[src/rtl/cp0_irq_timer.sv]
// cp0_irq_timer: MIPS coprocessor-0 register file with a prescaled Count/Compare
// timer, synchronised hardware interrupts, a registered interrupt request and
// the exception entry vector.
module cp0_irq_timer #(
  parameter int          HW_IRQ_NUM  = 5,
  parameter int          COUNT_DIV   = 2,
  parameter int          SYNC_STAGES = 2,
  parameter logic [31:0] EBASE_RESET = 32'h8000_0000
) (
  input  logic                  clk,
  input  logic                  rst,
  input  logic                  we_i,
  input  logic [4:0]            waddr_i,
  input  logic [4:0]            raddr_i,
  input  logic [31:0]           data_i,
  input  logic [HW_IRQ_NUM-1:0] int_i,
  input  logic                  exc_valid_i,
  input  logic [4:0]            exc_code_i,
  input  logic                  eret_i,
  input  logic [31:0]           pc_i,
  input  logic                  in_delayslot_i,
  input  logic                  bad_addr_valid_i,
  input  logic [31:0]           bad_addr_i,
  output logic [31:0]           data_o,
  output logic [31:0]           count_o,
  output logic [31:0]           status_o,
  output logic [31:0]           cause_o,
  output logic [31:0]           epc_o,
  output logic [31:0]           ebase_o,
  output logic                  int_req_o,
  output logic [31:0]           exc_vector_o
);

  localparam logic [4:0] ADDR_BADVADDR = 5'd8;
  localparam logic [4:0] ADDR_COUNT    = 5'd9;
  localparam logic [4:0] ADDR_COMPARE  = 5'd11;
  localparam logic [4:0] ADDR_STATUS   = 5'd12;
  localparam logic [4:0] ADDR_CAUSE    = 5'd13;
  localparam logic [4:0] ADDR_EPC      = 5'd14;
  localparam logic [4:0] ADDR_EBASE    = 5'd15;

  // Prescaler is at least one bit wide; with COUNT_DIV = 1 it simply stays 0.
  localparam int          PW         = (COUNT_DIV > 1) ? $clog2(COUNT_DIV) : 1;
  localparam logic [PW-1:0] PRESC_MAX = PW'(COUNT_DIV - 1);
  localparam logic [PW-1:0] PRESC_ONE = PW'(1);

  localparam int STATUS_IE  = 0;
  localparam int STATUS_EXL = 1;
  localparam int STATUS_BEV = 22;

  logic [31:0]           count;
  logic [31:0]           compare;
  logic [31:0]           status;
  logic [31:0]           epc;
  logic [31:0]           badvaddr;
  logic [17:0]           ebase_hi;
  logic                  cause_bd;
  logic                  cause_iv;
  logic [4:0]            cause_exc;
  logic [1:0]            ip_sw;
  logic [HW_IRQ_NUM-1:0] ip_hw;
  logic                  timer_pending;
  logic [PW-1:0]         presc;
  logic                  int_req;

  logic [HW_IRQ_NUM-1:0] int_sync;
  logic [4:0]            ip_hw_ext;
  logic [7:0]            ip;
  logic                  tick;
  logic                  wr_count, wr_compare, wr_status, wr_cause, wr_epc, wr_ebase;

  assign wr_count   = we_i && (waddr_i == ADDR_COUNT);
  assign wr_compare = we_i && (waddr_i == ADDR_COMPARE);
  assign wr_status  = we_i && (waddr_i == ADDR_STATUS);
  assign wr_cause   = we_i && (waddr_i == ADDR_CAUSE);
  assign wr_epc     = we_i && (waddr_i == ADDR_EPC);
  assign wr_ebase   = we_i && (waddr_i == ADDR_EBASE);

  assign tick = (presc == PRESC_MAX);

  // Interrupt synchroniser chain (bypassed entirely when SYNC_STAGES is 0).
  generate
    if (SYNC_STAGES == 0) begin : g_nosync
      assign int_sync = int_i;
    end else begin : g_sync
      logic [HW_IRQ_NUM-1:0] sync_ff [SYNC_STAGES];
      // Shift the raw interrupt levels through the synchroniser flops.
      always_ff @(posedge clk or posedge rst) begin
        if (rst) begin
          for (int i = 0; i < SYNC_STAGES; i++) sync_ff[i] <= '0;
        end else begin
          sync_ff[0] <= int_i;
          for (int i = 1; i < SYNC_STAGES; i++) sync_ff[i] <= sync_ff[i-1];
        end
      end
      assign int_sync = sync_ff[SYNC_STAGES-1];
    end
  endgenerate

  // Zero-extend the hardware IP field to its five Cause positions.
  always_comb begin
    ip_hw_ext = 5'b0;
    ip_hw_ext[HW_IRQ_NUM-1:0] = ip_hw;
  end

  assign ip = {timer_pending, ip_hw_ext, ip_sw};

  // Count and its prescaler; an mtc0 to Count beats a same-cycle increment.
  always_ff @(posedge clk or posedge rst) begin
    if (rst) begin
      count <= 32'h0000_0000;
      presc <= '0;
    end else if (wr_count) begin
      count <= data_i;
      presc <= '0;
    end else begin
      presc <= tick ? '0 : presc + PRESC_ONE;
      if (tick) count <= count + 32'd1;
    end
  end

  // Compare register and the sticky timer-pending flag (a Compare write clears it).
  always_ff @(posedge clk or posedge rst) begin
    if (rst) begin
      compare       <= 32'hFFFF_FFFF;
      timer_pending <= 1'b0;
    end else if (wr_compare) begin
      compare       <= data_i;
      timer_pending <= 1'b0;
    end else if (count == compare) begin
      timer_pending <= 1'b1;
    end
  end

  // Status, Cause, EPC, BadVAddr, EBase: mtc0 first, then exception/eret override.
  always_ff @(posedge clk or posedge rst) begin
    if (rst) begin
      status    <= 32'h0040_0000;
      epc       <= 32'h0000_0000;
      badvaddr  <= 32'h0000_0000;
      ebase_hi  <= EBASE_RESET[29:12];
      cause_bd  <= 1'b0;
      cause_iv  <= 1'b0;
      cause_exc <= 5'd0;
      ip_sw     <= 2'b00;
      ip_hw     <= '0;
    end else begin
      ip_hw <= int_sync;
      if (wr_status) status <= data_i;
      if (wr_epc) epc <= data_i;
      if (wr_ebase) ebase_hi <= data_i[29:12];
      if (wr_cause) begin
        cause_iv <= data_i[23];
        ip_sw    <= data_i[9:8];
      end
      if (exc_valid_i) begin
        status[STATUS_EXL] <= 1'b1;
        cause_exc          <= exc_code_i;
        if (!status[STATUS_EXL]) begin
          epc      <= in_delayslot_i ? (pc_i - 32'd4) : pc_i;
          cause_bd <= in_delayslot_i;
        end
        if (bad_addr_valid_i) badvaddr <= bad_addr_i;
      end else if (eret_i) begin
        status[STATUS_EXL] <= 1'b0;
      end
    end
  end

  // Registered interrupt request from enabled, unmasked pending lines.
  always_ff @(posedge clk or posedge rst) begin
    if (rst) begin
      int_req <= 1'b0;
    end else begin
      int_req <= status[STATUS_IE] & ~status[STATUS_EXL] & (|(ip & status[15:8]));
    end
  end

  assign count_o   = count;
  assign status_o  = status;
  assign cause_o   = {cause_bd, 7'b0, cause_iv, 7'b0, ip, 1'b0, cause_exc, 2'b00};
  assign epc_o     = epc;
  assign ebase_o   = {2'b10, ebase_hi, 12'h000};
  assign int_req_o = int_req;

  assign exc_vector_o = status[STATUS_BEV] ? 32'hBFC0_0380 : (ebase_o + 32'h0000_0180);

  // Read mux over current register state; unmapped addresses read zero.
  always_comb begin
    data_o = 32'h0000_0000;
    case (raddr_i)
      ADDR_BADVADDR: data_o = badvaddr;
      ADDR_COUNT:    data_o = count;
      ADDR_COMPARE:  data_o = compare;
      ADDR_STATUS:   data_o = status;
      ADDR_CAUSE:    data_o = cause_o;
      ADDR_EPC:      data_o = epc;
      ADDR_EBASE:    data_o = ebase_o;
      default:       data_o = 32'h0000_0000;
    endcase
  end

endmodule

[config.mk]
export PLATFORM = sky130hd
export DESIGN_NAME = cp0_irq_timer
export DESIGN_NICKNAME = d
export VERILOG_FILES = /design/src/rtl/cp0_irq_timer.sv
export SDC_FILE = /design/constraint.sdc
export NUM_CORES = 1
export LEC_CHECK = 0
export CAP_MARGIN = 20
export CORE_ASPECT_RATIO = 0.7
export CORE_UTILIZATION = 35
export CTS_BUF_LIST = sky130_fd_sc_hd__clkbuf_2
export DETAILED_ROUTE_END_ITERATION = 7
export GPL_TIMING_DRIVEN = 0
export SYNTH_ARGS = -nofsm -noshare
export SYNTH_HDL_FRONTEND = slang
export SYNTH_SLANG_ARGS = --single-unit
export TNS_END_PERCENT = 10
[constraint.sdc]
create_clock -name clk -period 12.1 [get_ports clk]
set_input_delay 1.815 -clock clk [delete_from_list [all_inputs] [get_ports clk]]
set_output_delay 1.815 -clock clk [all_outputs]
set_load 0.05 [all_outputs]
==> results.json, run 1 <==
{
  "fin_skew_ns": 0.0517,
  "placed_cells": 1781,
  "tns_ns": 0,
  "regArea_mm2": 0.00517,
  "antenna_found_initial": 1,
  "crit_path_max_incr_delay_ns": 0.83,
  "ant_nets": 0,
  "grt_max_degree": 108,
  "firstDrtPassIters": 5,
  "power_mw": 2.54,
  "drive_above_1_share_pct": 22.9,
  "crit_type": "in -> out",
  "crit_required_ns": 10.28,
  "nFillCells": 2912,
  "status": "completed",
  "synth_compound_area_share_pct": 9.16,
  "root_buffer": "clkbuf_2",
  "postCtsHoldBufs": 0,
  "wire_per_inst_um": 23.1,
  "start_util_pct": 36.0,
  "syn2layout_area_growth_pct": 39.0,
  "vdd_ir_drop_max_mv": 0.0803,
  "die_y_um": 150,
  "multi_input_area_mm2": 0.00528,
  "slowest_stage": "clkdlybuf4s50_1",
  "synth_top_area_share_pct": 39.5,
  "ys_seq_elements": 205,
  "postCtsSetupRepairBufs": 0,
  "crit_path_start_kind": "input pin",
  "yosys.area_share.simple_pct": 12.5,
  "synthAdderAreaFrac_pct": 0.229,
  "io_pins": 348,
  "diodes": 0,
  "routed_wl_mm": 43.5,
  "clock_latency_ns": 0.90,
  "yosysTopAreaCell": "dfrtp_1",
  "grt_pass1_wl_mm": 62.7,
  "syn-mean-instance-area_um2": 10.7,
  "min_period_ns": 7.23,
  "drtIter0Drc": 848,
  "hold-worst-slack_ns": 0.334,
  "cts.htree.levels": 2,
  "muxShareOfSynthArea_pct": 17.6,
  "ys_async_sr_fraction_pct": 100,
  "synth_top_family_by_area": "multiplexers",
  "nets": 1550,
  "port_buffers": 302,
  "drt-vias-per-instance": 5.15,
  "die_x_um": 213,
  "netlist-cell-type-count": 45,
  "cp.arrival_ns": 5.41,
  "maxSlewHeadroom_pct": 31.4,
  "cts_resized": 0,
  "yosys-top-cells-area": "dfrtp_1 (39%), mux2_2 (15%), dfstp_2 (7.9%)",
  "power_leakage_nw": 6.17,
  "synth_edf_count": 0,
  "syn_inst": 1018,
  "hold_viol": 0,
  "rsz0062_at_grt": "false",
  "end_kind": "primary output",
  "max_freq_mhz": 138,
  "ys.flop_type": "dfrtp_1",
  "worst_pin_slew_ns": 1.02,
  "clock_path_buffers": 3,
  "cp_common_cell": "clkdlybuf4s50_1",
  "cap_violations": 0,
  "instances_no_fill": 1881,
  "cts.sinks": 205,
  "synth_area_mm2": 0.0109,
  "path_cells": "clkdlybuf4s50_1, buf_1, clkbuf_1, mux2i_1, nor2_1, a221oi_1, nand2_1, clkdlybuf4s50_1",
  "gr-usage-all-layers_pct": 27.4,
  "yosysSeqAreaShare_pct": 47.4,
  "clk_pin_slew_ns": 0.11,
  "vias": 9681,
  "cts_made_buffers": 54,
  "drc_errors": 0,
  "hold_path_class": "reg -> reg",
  "grt_pass1_vias": 9656,
  "placeableCoreArea_mm2": 0.0303,
  "gp_congestion": 0.962,
  "cp_max_fo": 10,
  "p_per_area_mw_per_mm2": 168,
  "finalCritPeriodShare_pct": 59.7,
  "ys_warn_count": 0,
  "setup_viol": 0,
  "synth-xor-area-share_pct": 7.31,
  "rows": 53,
  "cts_tree": "built",
  "die-area_mm2": 0.0319,
  "dp.final_hpwl_mm": 33.4,
  "gr-total-overflow": 0,
  "maxSlewViolCount": 0
}
==> cell type report <==
class | instances | area share (%)
repair buffers | 309 | 20.4
flip-flops and latches | 205 | 34.1
inverters | 7 | 0.223
well taps | 412 | 3.40
clock inverters | 17 | 0.421
clock buffers | 83 | 2.74
multi-input cells | 740 | 34.9
plain buffers | 108 | 3.89
==> synth_stat cells, types with 10 or more instances <==
| library cell | count |
|---|---|
| xor2_1 | 41 |
| a221oi_1 | 14 |
| buf_4 | 48 |
| o21ai_0 | 52 |
| xnor2_1 | 50 |
| nor2_1 | 46 |
| a21oi_1 | 18 |
| nor3_1 | 18 |
| dfstp_2 | 33 |
| nor4_1 | 10 |
| nor2b_1 | 10 |
| mux2_2 | 145 |
| nand2_1 | 89 |
| clkbuf_1 | 49 |
| or2_2 | 11 |
| nand4_1 | 25 |
| a22oi_1 | 58 |
| dfrtp_1 | 172 |
| mux2i_1 | 29 |
| nand3_1 | 35 |
==> final timing paths <==
check	cells after the start	end	slack (ns)	startpoint
max	8	data_o[28]	4.87	raddr_i[0]
min reg2reg	0	ip_hw[4]	0.33	int_sync[4]
min in group asynchronous	2	epc_o[14]	1.46	rst
max reg2reg	7	count_o[20]	9.32	count_o[3]
min	0	ip_hw[4]	0.33	int_sync[4]
max in group asynchronous	3	epc_o[2]	9.58	rst
==> cell usage in the layout, fill, tap and decap left out, drive strengths merged, types with 18 or more instances in the layout <==
master         count
dfstp             33
xnor2             50
nand2             89
clkdlybuf4s50    302
buf               65
o21ai             55
nor3              18
mux2i             29
clkbuf           133
a21oi             18
nor2              46
xor2              41
mux2             145
a22oi             58
conb              44
nand3             35
nand4             25
dfrtp            172
==> per-layer routing <==
layer | vias to the layer above | routed length (um) | GRT usage, %
met3 | 67 | 3700 | 7.09
li1 | 4416 | - | -
met5 | - | 0 | 0
met4 | 0 | 865 | 7.12
met1 | 4790 | 20900 | 40.8
met2 | 408 | 18000 | 38.8
==> logic make-up (layout without fill, tap and decap cells) <==
family                   Yosys count  count (layout)
adder cells (fa/ha/maj)            2               2
flip-flops                       205             205
buffers and inverters            115             524
other                              2              44
XOR/XNOR                          91              91
multiplexers                     174             174
AO/OA/AOI/OAI                    153             153
AND/OR/NAND/NOR                  276             276
==> per-stage QoR <==
| step | setup slack, ns | instance area (um2) | util, % |
|---|---|---|---|
| after detailed placement | 4.92 | 14700 | 48.4 |
| after CTS | 4.92 | 15200 | 50.0 |
| after floorplan | 4.74 | 11100 | - |
| after global routing | 4.67 | 15200 | 50.0 |
| after global placement | 1.49 | 14600 | 48.2 |
| final | 4.87 | 15200 | 50.0 |
==> worst max-delay path, delay by kind of cell <==
family	cells	cell delay, ns
AOI/OAI and AO/OA	1	0.09
muxes	1	0.18
and+or+nand+nor	2	0.52
buffers and inverters	4	2.79
==> registers in the layout, summed over array words and instances, names as in the netlist <==
| signal | count |
|---|---|
| badvaddr | 32 |
| cause_bd | 1 |
| cause_exc | 5 |
| cause_iv | 1 |
| compare | 32 |
| count_o | 32 |
| ebase_hi | 18 |
| epc_o | 32 |
| g_sync.sync_ff | 5 |
| int_req_o | 1 |
| int_sync | 5 |
| ip_hw | 5 |
| ip_sw | 2 |
| presc | 1 |
| status_o | 32 |
| timer_pending | 1 |
==> report_power, final <==
group	total, mW	leakage, nW	internal, mW	switching (mW)
logic	1.08	3.35	0.392	0.685
registers	0.976	2.45	0.827	0.149
clock network	0.492	0.371	0.181	0.311
total	2.54	6.17	1.40	1.14
No activity file was read; power rests on OpenSTA's default activity.
==> run 2: changes to the inputs <==
--- a/config.mk
+++ b/config.mk
@@ -11,6 +11,7 @@
 export CTS_BUF_LIST = sky130_fd_sc_hd__clkbuf_2
 export DETAILED_ROUTE_END_ITERATION = 7
 export GPL_TIMING_DRIVEN = 0
+export PLACE_DENSITY = 0.66
 export SYNTH_ARGS = -nofsm -noshare
 export SYNTH_HDL_FRONTEND = slang
 export SYNTH_SLANG_ARGS = --single-unit
==> constraint.sdc (replaced) <==
create_clock -name clk -period 6.2 [get_ports clk]
set_input_delay 0.93 -clock clk [delete_from_list [all_inputs] [get_ports clk]]
set_output_delay 0.93 -clock clk [all_outputs]
set_load 0.05 [all_outputs]
==> results.json, run 2 (synthesized netlist as in run 1, its figures left out) <==
{
  "status": "completed",
  "maxSlewHeadroom_pct": 32.3,
  "drc_errors": 0,
  "rsz0062_at_grt": "false",
  "die-area_mm2": 0.0319,
  "ant_nets": 0,
  "dr_wl_met2_mm": 18.4,
  "cap_violations": 0,
  "grt_pass1_vias": 9465,
  "cp_max_fo": 10,
  "drive_above_1_share_pct": 23.3,
  "grt_pass1_wl_mm": 62.6,
  "cts_made_buffers": 53,
  "final_cell_mix": "clkdlybuf4s50_1 (302), dfrtp_1 (172), mux2_2 (145)",
  "crit_required_ns": 5.27,
  "placeableCoreArea_mm2": 0.0303,
  "worst_hold_path.endpoint": "ip_hw[0]",
  "io_pins": 348,
  "start_util_pct": 36.0,
  "min_from": "int_sync[0]",
  "drtIter0Drc": 811,
  "max_freq_mhz": 184,
  "final_common_cell": "clkdlybuf4s50_1",
  "postCtsHoldBufs": 0,
  "antenna_found_initial": 0,
  "crit_type": "in -> out",
  "vdd_ir_drop_max_mv": 0.157,
  "worst_pin_slew_ns": 1.01,
  "cts_resized": 0,
  "p_per_area_mw_per_mm2": 326,
  "power_leakage_nw": 6.20,
  "hold_path_class": "reg -> reg",
  "setup_viol": 0,
  "min_period_ns": 5.43,
  "nets": 1553,
  "maxSlewViolCount": 0,
  "die_x_um": 213,
  "worstReg2RegStart": "count_o[4]",
  "postCtsSetupRepairBufs": 0,
  "grt_max_degree": 42,
  "firstDrtPassIters": 5,
  "reg2reg_depth": 7,
  "routed_wl_mm": 43.6,
  "crit_path_start_kind": "input pin",
  "dp.final_hpwl_mm": 33.9,
  "utilization_pct": 50.2,
  "wire_per_inst_um": 23.2,
  "gp_congestion": 0.904,
  "port_buffers": 302,
  "end_kind": "primary output",
  "hold-worst-slack_ns": 0.342,
  "cp.arrival_ns": 4.50,
  "drt-vias-per-instance": 5.15,
  "rows": 53,
  "finalCritPeriodShare_pct": 87.7,
  "fin_skew_ns": 0.0486,
  "diodes": 0,
  "cts.htree.levels": 2,
  "cp-startpoint": "raddr_i[0]",
  "route.met3.wl_mm": 4.23,
  "whs_path_depth": 0,
  "die_y_um": 150,
  "cts.sinks": 205,
  "clk_pin_slew_ns": 0.09,
  "cts_tree": "built",
  "r2r_end": "count_o[18]",
  "gr-total-overflow": 0,
  "routed.top_layer": "met4",
  "instances_no_fill": 1882,
  "root_buffer": "clkbuf_2",
  "clock_latency_ns": 0.89,
  "hold_viol": 0,
  "placed_cells": 1785,
  "stdcell_area_mm2": 0.0152,
  "syn2layout_area_growth_pct": 39.5,
  "r2r_slack_ns": 3.28,
  "clock_path_buffers": 3,
  "wl_met1_mm": 20.2,
  "gr-usage-all-layers_pct": 27.2,
  "tns_ns": 0,
  "placed_area_mm2": 0.0147,
  "vias": 9683
}
run 2: layout make-up:
class,instances,area [um2]
Clock buffer,85,425
Clock inverter,12,46.3
Fill cell,2838,15100
Multi-Input combinational cell,740,5280
Tap cell,412,515
Sequential cell,205,5170
Buffer,108,589
Inverter,7,30.0
Timing Repair Buffer,313,3160
run 2: metrics by stage:
stage,setup slack (ns),power [mW]
6_report,0.765,4.97
5_1_grt,0.634,5.20
4_1_cts,0.827,4.99
3_5_place_dp,0.832,4.02
3_3_place_gp,0.791,4.00
2_1_floorplan,2.63,3.19
run 2: critical path: stages:
cell and delay (ns):
clkdlybuf4s50_1 0.57, buf_1 0.70, clkbuf_1 0.67, mux2i_1 0.17, nor2_1 0.38, a221oi_1 0.10
nand2_1 0.12, clkdlybuf4s50_1 0.84
run 2: worst max-delay path by stage:
stage | end | cells past startpoint
6_report | data_o[28] | 8
4_1_cts | data_o[27] | 8
5_1_grt | data_o[27] | 8
2_1_floorplan | data_o[19] | 6
3_5_place_dp | data_o[27] | 8
3_3_place_gp | status_o[29] | 2
run 2: power by group:
part	internal (mW)	switching (mW)	total, mW
logic	0.769	1.33	2.10
registers	1.61	0.290	1.90
clock network	0.358	0.605	0.963
total	2.74	2.23	4.97
run 2: metal layers:
metal,GRT usage [%],vias to the layer above
met5,0,-
met4,6.26,0
met3,8.88,64
met2,38.8,410
met1,39.4,4789
li1,-,4420
